===== config.mk =====
export PLATFORM = sky130hd
export DESIGN_NAME = inv_mix_columns_seq
export DESIGN_NICKNAME = d
export VERILOG_FILES = /design/src/rtl/inv_mix_columns_seq.sv
export SDC_FILE = /design/constraint.sdc
export NUM_CORES = 1
export LEC_CHECK = 0
export ABC_AREA = 1
export BUFFER_PORTS_ARGS = -buffer_cell sky130_fd_sc_hd__clkbuf_2
export CAP_MARGIN = 30
export CORE_MARGIN = 2
export CORE_UTILIZATION = 50
export DETAILED_ROUTE_END_ITERATION = 8
export PLACE_DENSITY = 0.75
export SYNTH_ARGS = -nofsm -noshare
export SYNTH_HDL_FRONTEND = slang
export SYNTH_SLANG_ARGS = --single-unit

===== constraint.sdc =====
create_clock -name clk -period 2.3 [get_ports clk]
set_clock_uncertainty 0.2 [all_clocks]
set_input_delay 0.69 -clock clk [delete_from_list [all_inputs] [get_ports clk]]
set_output_delay 0.69 -clock clk [all_outputs]
set_load 0.02 [all_outputs]

===== src/rtl/inv_mix_columns_seq.sv =====
// Iterative AES InvMixColumns engine: COLS_PER_CYCLE columns per clock behind a valid/ready handshake.
// Optional build macro MIXCOL_FWD_SUPPORT_EN adds in_fwd to select forward MixColumns per operation.
module inv_mix_columns_seq #(
    parameter int COLS_PER_CYCLE = 1
) (
    input  logic         clk,
    input  logic         rst,
    input  logic         in_valid,
    output logic         in_ready,
    input  logic [127:0] in_state,
`ifdef MIXCOL_FWD_SUPPORT_EN
    input  logic         in_fwd,
`endif
    output logic         out_valid,
    input  logic         out_ready,
    output logic [127:0] out_state
);

    // For COLS_PER_CYCLE=4 both constants truncate to 0, giving a single BUSY cycle.
    localparam logic [1:0] COL_STEP = 2'(COLS_PER_CYCLE);
    localparam logic [1:0] LAST_COL = 2'(4 - COLS_PER_CYCLE);

    generate
        if (COLS_PER_CYCLE != 1 && COLS_PER_CYCLE != 2 && COLS_PER_CYCLE != 4) begin : g_bad_cols
            cols_per_cycle_must_be_1_2_or_4 u_bad_cols ();
        end
    endgenerate

    typedef enum logic [1:0] {
        IDLE = 2'd0,
        BUSY = 2'd1,
        DONE = 2'd2
    } state_t;

    state_t     state_r;
    logic [1:0] col_idx_r;
    logic       in_ready_r;
    logic       out_valid_r;
    logic [7:0] work_r        [16];
    logic [7:0] result_r      [16];
    logic [7:0] next_result_s [16];
    logic [7:0] in_bytes_s    [16];
`ifdef MIXCOL_FWD_SUPPORT_EN
    logic       fwd_r;
`endif

    function automatic logic [7:0] xtime(input logic [7:0] b);
        return {b[6:0], 1'b0} ^ (b[7] ? 8'h1b : 8'h00);
    endfunction

    // Coefficients are at most 4 bits wide, so three chained xtime stages cover every product.
    function automatic logic [7:0] gf_mul(input logic [7:0] b, input logic [3:0] coef);
        logic [7:0] x2;
        logic [7:0] x4;
        logic [7:0] x8;
        x2 = xtime(b);
        x4 = xtime(x2);
        x8 = xtime(x4);
        return ({8{coef[0]}} & b) ^ ({8{coef[1]}} & x2) ^ ({8{coef[2]}} & x4) ^ ({8{coef[3]}} & x8);
    endfunction

    function automatic logic [31:0] inv_col(input logic [31:0] col);
        logic [7:0] a;
        logic [7:0] b;
        logic [7:0] c;
        logic [7:0] d;
        {a, b, c, d} = col;
        return {gf_mul(a, 4'he) ^ gf_mul(b, 4'hb) ^ gf_mul(c, 4'hd) ^ gf_mul(d, 4'h9),
                gf_mul(a, 4'h9) ^ gf_mul(b, 4'he) ^ gf_mul(c, 4'hb) ^ gf_mul(d, 4'hd),
                gf_mul(a, 4'hd) ^ gf_mul(b, 4'h9) ^ gf_mul(c, 4'he) ^ gf_mul(d, 4'hb),
                gf_mul(a, 4'hb) ^ gf_mul(b, 4'hd) ^ gf_mul(c, 4'h9) ^ gf_mul(d, 4'he)};
    endfunction

`ifdef MIXCOL_FWD_SUPPORT_EN
    function automatic logic [31:0] fwd_col(input logic [31:0] col);
        logic [7:0] a;
        logic [7:0] b;
        logic [7:0] c;
        logic [7:0] d;
        {a, b, c, d} = col;
        return {gf_mul(a, 4'h2) ^ gf_mul(b, 4'h3) ^ c ^ d,
                a ^ gf_mul(b, 4'h2) ^ gf_mul(c, 4'h3) ^ d,
                a ^ b ^ gf_mul(c, 4'h2) ^ gf_mul(d, 4'h3),
                gf_mul(a, 4'h3) ^ b ^ c ^ gf_mul(d, 4'h2)};
    endfunction
`endif

    generate
        for (genvar k = 0; k < 16; k++) begin : g_bytes
            assign in_bytes_s[k]            = in_state[127 - 8*k -: 8];
            assign out_state[127 - 8*k -: 8] = result_r[k];
        end
    endgenerate

    assign in_ready  = in_ready_r;
    assign out_valid = out_valid_r;

    // Transform the columns scheduled for this cycle on top of the current result bytes
    always_comb begin
        logic [1:0]  col;
        logic [31:0] col_in;
        logic [31:0] col_out;
        col           = 2'd0;
        col_in        = 32'h0000_0000;
        col_out       = 32'h0000_0000;
        next_result_s = result_r;
        for (int j = 0; j < COLS_PER_CYCLE; j++) begin
            col    = col_idx_r + 2'(j);
            col_in = {work_r[{2'd0, col}], work_r[{2'd1, col}], work_r[{2'd2, col}], work_r[{2'd3, col}]};
`ifdef MIXCOL_FWD_SUPPORT_EN
            if (fwd_r) begin
                col_out = fwd_col(col_in);
            end else begin
                col_out = inv_col(col_in);
            end
`else
            col_out = inv_col(col_in);
`endif
            next_result_s[{2'd0, col}] = col_out[31:24];
            next_result_s[{2'd1, col}] = col_out[23:16];
            next_result_s[{2'd2, col}] = col_out[15:8];
            next_result_s[{2'd3, col}] = col_out[7:0];
        end
    end

    // Control FSM with work/result registers and registered handshake outputs
    always_ff @(posedge clk) begin
        if (rst) begin
            state_r     <= IDLE;
            col_idx_r   <= 2'd0;
            in_ready_r  <= 1'b1;
            out_valid_r <= 1'b0;
            work_r      <= '{default: 8'h00};
            result_r    <= '{default: 8'h00};
`ifdef MIXCOL_FWD_SUPPORT_EN
            fwd_r       <= 1'b0;
`endif
        end else begin
            case (state_r)
                IDLE: begin
                    if (in_valid && in_ready_r) begin
                        work_r     <= in_bytes_s;
                        col_idx_r  <= 2'd0;
                        in_ready_r <= 1'b0;
                        state_r    <= BUSY;
`ifdef MIXCOL_FWD_SUPPORT_EN
                        fwd_r      <= in_fwd;
`endif
                    end
                end
                BUSY: begin
                    result_r  <= next_result_s;
                    col_idx_r <= col_idx_r + COL_STEP;
                    if (col_idx_r == LAST_COL) begin
                        out_valid_r <= 1'b1;
                        state_r     <= DONE;
                    end
                end
                DONE: begin
                    if (out_ready) begin
                        out_valid_r <= 1'b0;
                        in_ready_r  <= 1'b1;
                        state_r     <= IDLE;
                    end
                end
                default: begin
                    col_idx_r   <= 2'd0;
                    out_valid_r <= 1'b0;
                    in_ready_r  <= 1'b1;
                    state_r     <= IDLE;
                end
            endcase
        end
    end

endmodule


# After elaboration in Yosys (flattened, before gate mapping)
# Cells that the tools add are included.
dict set report word_totals {
  ff_bits 262
}
dict set report op_classes {
  add_sub_neg 1
  n_lt_le_gt_ge 8
  eq_ne 6
  muxes 48
  bitwise 59
  reduce_logical 11
}
# operator count
set op_table {}
lappend op_table {{128-bit bitwise mux} 4}
lappend op_table {{8-bit bitwise XOR} 42}
lappend op_table {{8-bit binary-select mux with 4-bit select} 4}
lappend op_table {{8-bit demux with 4-bit select} 4}
lappend op_table {{8-bit 2-to-1 mux} 12}
lappend op_table {{8-bit by 5-bit bitwise XOR with 8-bit output} 10}
lappend op_table {{5-bit 2-to-1 mux} 12}
lappend op_table {{5-bit >= comparator, second input constant} 4}
lappend op_table {{5-bit by 1-bit < comparator with 1-bit output, second input constant} 4}
lappend op_table {{2-bit case mux with 3 select lines} 2}
lappend op_table {{4-bit NOT with 5-bit output} 2}
lappend op_table {{3-bit AND reduction} 3}
lappend op_table {{2-bit 2-to-1 mux} 4}
lappend op_table {{2-bit inequality test, second input constant} 3}
lappend op_table {{1-bit case mux with 3 select lines} 2}
lappend op_table {{1-bit logical AND} 5}
lappend op_table {{2-bit NOT with 5-bit output} 1}
lappend op_table {{3-bit NOT with 5-bit output} 1}
lappend op_table {{2-bit == test, second input constant} 2}
lappend op_table {{1-bit 2-to-1 mux} 4}
lappend op_table {{2-bit AND reduction} 2}
lappend op_table {{1-bit NOT} 3}
lappend op_table {{2-bit by 1-bit adder with 2-bit output, second input constant} 1}
lappend op_table {{2-bit by 1-bit == test with 1-bit output, second input constant} 1}
lappend op_table {{2-bit zero test} 1}

# Depth between registers and ports, before layout
dict set report logic_depth {
  ltp_word 18
  ltp_mapped 22
  mapped_depth_nobuf 19
}

# Worst setup path after synthesis
# OpenSTA, ideal clock, no wires.
dict set report synth_timing {
  kind {register to register}
  start {reg col_idx_r[0]}
  end {reg result_r, in the netlist out_state[28]}
  setup_time_ns 0.109
  arrival_ns 1.970
  setup_slack_ns 0.021
  stages_incl_launch_ff 21
  path_buffers 3
  path_cell_list {dfxtp_1 > buf_6 > inv_6 > buf_6 > nand2_2 > nand3_1 > nand2_2 > buf_6 > nand2_1 > nand2_2 > nand2_1 > nand2_2 > nand2_1 > nand2_1 > nor2_1 > nor2_2 > inv_1 > nand2_2 > nand3_1 > nand2_1 > inv_1}
}
dict set report synth_via {
  elab_chain_cells 16
  word_cells_on_any_way 104
}
# item line_no
set synth_lines {}
lappend synth_lines {{from (decl)} 36} ;# logic [1:0] col_idx_r;
lappend synth_lines {{from (signal assigned)} 153} ;# col_idx_r <= col_idx_r + COL_STEP;
lappend synth_lines {{2-bit NOT with 5-bit output (not written as such) / 3-bit NOT with 5-bit output (equally long branches)} {109, 119, 120}}
lappend synth_lines {{8-bit binary-select mux with 4-bit select} 109} ;# col_in = {work_r[{2'd0, col}], work_r[{2'd1, col}], work_r[{2'd2, col}], work_r[{2'd3, col}]};
lappend synth_lines {{8-bit 2-to-1 mux (not written as such) (2 in a row)} 109}
lappend synth_lines {{5-bit 2-to-1 mux / 8-bit by 5-bit bitwise XOR with 8-bit output (equally long branches)} 48} ;# return {b[6:0], 1'b0} ^ (b[7] ? 8'h1b : 8'h00);
lappend synth_lines {{8-bit by 5-bit bitwise XOR with 8-bit output / 5-bit 2-to-1 mux (equally long branches) (2 in a row)} 48}
lappend synth_lines {{8-bit bitwise XOR / 8-bit by 5-bit bitwise XOR with 8-bit output (equally long branches)} {59, 48}}
lappend synth_lines {{8-bit bitwise XOR} 59} ;# return ({8{coef[0]}} & b) ^ ({8{coef[1]}} & x2) ^ ({8{coef[2]}} & x4) ^ ({8{coef[3]}} & x8);
lappend synth_lines {{8-bit bitwise XOR (3 in a row)} 68} ;# return {gf_mul(a, 4'he) ^ gf_mul(b, 4'hb) ^ gf_mul(c, 4'hd) ^ gf_mul(d, 4'h9),
lappend synth_lines {{128-bit bitwise mux} 119} ;# next_result_s[{2'd0, col}] = col_out[31:24];
lappend synth_lines {{128-bit bitwise mux} 120} ;# next_result_s[{2'd1, col}] = col_out[23:16];
lappend synth_lines {{128-bit bitwise mux} 121} ;# next_result_s[{2'd2, col}] = col_out[15:8];
lappend synth_lines {{128-bit bitwise mux (*)} 122} ;# next_result_s[{2'd3, col}] = col_out[7:0];
lappend synth_lines {{to (signal assigned)} 152} ;# result_r <= next_result_s;
lappend synth_lines {{to (decl)} 40} ;# logic [7:0] result_r [16];
# Every way passes the cells marked *; elsewhere a longest branch is shown, timed or not. The select of a mux whose other input is x is not followed.
# A chain may end at the register's enable or synchronous reset.

# Final worst setup path
dict set report layout_timing {
  start {reg col_idx_r[0]}
  end {reg result_r, in the netlist out_state[41]}
}
# Same word-level chain as after synthesis.

==> summary.md <==
| Metric | Value |
|---|---|
| Chip height | `176 um` |
| Tcrit/Tclk final | `1.14` |
| Peak supply drop | `0.569 mV` |
| RSZ-0062 raised after global routing | `true` |
| Starting Density | `0.504` |
| Mapped Cells | `2284` |
| Non-Filler Instances | `3141` |
| Placer Congestion | `0.968` |
| Slew @ Worst Pin | `0.377 ns` |
| DRT iter0 DRCs | `1291` |
| Final core occ | `0.718` |
| TritonCTS Sinks | `262` |
| Clock-pin transition on the worst setup and hold timing paths | `0.06 ns` |
| Max frequency | `382 MHz` |
| Cell area after placement | `18100 um2` |
| Crit Path Class | `register to register` |
| CP required | `2.55 ns` |
| Most common cell in the netlist | `nand2_1` |
| First-pass GRT wire length | `80600 um` |
| Drt drc | `0` |
| Flop2flop setup slack | `-0.32 ns` |
| Synth unique cells | `32` |
| Largest net degree at the start of global routing | `86` |
| Synth warnings | `0` |
| Layout area overhead | `42.5%` |
| Mapped Nets | `2420` |
| Max-slew violation count | `0` |
| CTS tree | `built` |
| Net count of the finished layout | `2871` |
| Number of synthesized flops with an enable pin | `0` |
| Share of cells above drive strength 1 | `0.344` |
| Final WS setup | `-0.320 ns` |
| GRT Util Overall | `0.323` |
| Leakage | `0.0108 uW` |
| Commonest cells in the synthesized netlist | `nand2_1 (773), dfxtp_1 (262), nor2_1 (233)` |
| Initial antenna violation count | `0` |
| Vias in the first global route | `15509` |
| Post-synthesis sequential area ratio | `0.354` |
| Worst-skew pair later-pin latency | `0.56 ns` |
| Failing checks | `setup timing` |
| Diodes inserted | `0` |
| Crit-path max FO | `7` |
| Root Buffer | `clkbuf_16` |
| Aggregate global routing overflow | `0` |
| Yosys reg bits | `262` |
| Crit path launch type | `register` |
| Die Width | `176 um` |
| Power density over the cells | `985 nW/um2` |
| Arr. time, crit path | `2.87 ns` |
| Post-synthesis async set-or-reset flop share | `0` |
| Placeable Area | `29400 um2` |
| # fillers | `2403` |
| Post-layout min period | `2.62 ns` |
| Synth top area share | `0.354` |
| Top_reg_cell synth | `dfxtp_1` |
| Antenna Violating Nets Remaining | `0` |
| Status | `finished, violations left` |
| Cell taking the most area after synthesis | `dfxtp_1` |
| Final setup viols | `128` |
| Slew headroom | `0.748` |
| Post-detail-place hpwl | `37900 um` |
| Worst Setup SP | `col_idx_r[0]` |
| Setup total negative slack | `-27.74 ns` |
| Placed Cells | `3051` |
| Routed WL per cell | `16.5 um` |
| I/O Buffers | `261` |
| Worst Hold Launch | `in_state[115]` |
| Die ar. | `31000 um2` |
| Synth area leaders | `dfxtp_1 (35%), nand2_1 (20%), nand3_1 (6.9%), o21ai_0 (6.2%), nor2_1 (5.9%)` |
| # rows | `63` |
| Pre-antenna DRT Iters | `5` |
| Via count | `16460` |
| Synth Cell Area | `14800 um2` |
| Final wirelength | `51800 um` |
| Hold crit path type | `input pin to register` |
| Cts-stage hold buffer count | `0` |
| Avg Inst Size Synth | `6.49 um2` |
| # IOs | `262` |
| Cts bufs inserted | `28` |
| Final hold vios | `0` |
| Max Cap Viol | `0` |
| CTS max path bufs | `3` |
| DR vias/cell | `5.24` |
| Crit path capture type | `register` |
| H-tree level count | `1` |
| Finished layout cell area | `21100 um2` |
| Worst reg2reg startpoint | `col_idx_r[0]` |
[layer usage]
| metal | share of wire | wire length [um] | vias to the layer above | GRT usage |
|---|---|---|---|---|
| met1 | 0.43 | 22200 | 7629 | 0.423 |
| met4 | 0.031 | 1620 | 0 | 0.0919 |
| met2 | 0.48 | 25100 | 628 | 0.567 |
| li1 | - | - | 8102 | - |
| met5 | 0 | 0 | - | 0 |
| met3 | 0.056 | 2890 | 101 | 0.0321 |
[final cells by class]
cell class	count	area, um2	share of cell area
tap	390	488	0.0231
sequential	262	5250	0.249
timing repair inverter	1	6.26	0.000296
clock inverter	12	128	0.00604
clock buffer	34	763	0.0361
multi-input combinational	1746	9950	0.471
inverter	166	653	0.0309
timing repair buffer	530	3880	0.184
[where the power goes]
group / switching [uW] / internal, uW
clock network: 1860 / 2560
registers: 222 / 4910
logic: 6760 / 4480
[stage by stage]
stage / setup WS, ns / hold slack [ns] / power, uW
2_1_floorplan: 0.0213 / 0.224 / 10600
3_3_place_gp: -0.604 / 0.239 / 14200
3_5_place_dp: -0.636 / 0.248 / 14300
4_1_cts: -0.282 / 0.133 / 20100
5_1_grt: -0.445 / 0.154 / 21900
6_report: -0.320 / 0.146 / 20800
[worst max-delay path, cell delays in order, from the launching register on]
cell and delay (ns):
dfxtp_4 0.46, inv_8 0.08, buf_12 0.15, nand2_2 0.06
nand2_1 0.05, nand2_1 0.10, nand2_4 0.08, buf_12 0.14
nand2_4 0.06, nand2_4 0.08, buf_6 0.15, or2_1 0.22
nand2_1 0.06, nand2_1 0.06, nand2_2 0.09, nand3b_1 0.21
nand3_1 0.12, nand2_1 0.09, inv_1 0.04
[flip-flops by register name (all words and copies together) (netlist names)]
name,cells
in_ready,1
out_valid,1
col_idx_r,2
work_r,128
out_state,128
state_r,2
[repair_timing]
item                       in CTS  in global routing
pin swaps                      72                 38
setup endpoints to repair     128                128
gates cloned                    5                  0
gates resized for setup       254                139
buffers inserted               31                  8
[kinds of logic (layout without fill, tap and decap cells)]
group / count (synthesis) / in the layout / synth area share
buffers and inverters: 276 / 743 / 0.0792
flip-flops: 262 / 262 / 0.354
XOR/XNOR: 116 / 116 / 0.0762
AO/OA/AOI/OAI: 334 / 334 / 0.126
adder cells (fa/ha/maj): 4 / 4 / 0.00338
AND/OR/NAND/NOR: 1292 / 1292 / 0.361
[cells in the final DEF (no fill, tap or decap), types with 3 or more instances in the layout]
| master | instances |
|---|---|
| nand2_8 | 3 |
| buf_4 | 212 |
| inv_4 | 6 |
| xnor2_2 | 12 |
| a21oi_2 | 6 |
| nand2_2 | 160 |
| nand3_1 | 153 |
| ha_1 | 4 |
| nand3b_1 | 6 |
| buf_12 | 29 |
| nand4_1 | 4 |
| xnor2_4 | 6 |
| nand3_2 | 53 |
| clkbuf_2 | 261 |
| clkbuf_16 | 28 |
| nand2_4 | 58 |
| inv_2 | 15 |
| nand3_4 | 3 |
| nor2_1 | 231 |
| xor2_1 | 42 |
| or2_1 | 5 |
| buf_6 | 22 |
| inv_1 | 143 |
| dfxtp_1 | 260 |
| xnor2_1 | 17 |
| xor2_4 | 10 |
| o21a_1 | 78 |
| nor2_4 | 3 |
| clkinv_2 | 7 |
| nand2_1 | 608 |
| a21oi_1 | 65 |
| o21ai_0 | 183 |
| inv_6 | 3 |
| xor2_2 | 29 |
| clkbuf_8 | 4 |
[final timing paths]
path                        end  depth (start not counted)
hold / removal      work_r[115]                          3
setup / recovery  out_state[41]                         18
hold reg to reg       out_valid                          1
setup reg to reg  out_state[41]                         18
Power figures use the tool's default switching activity.
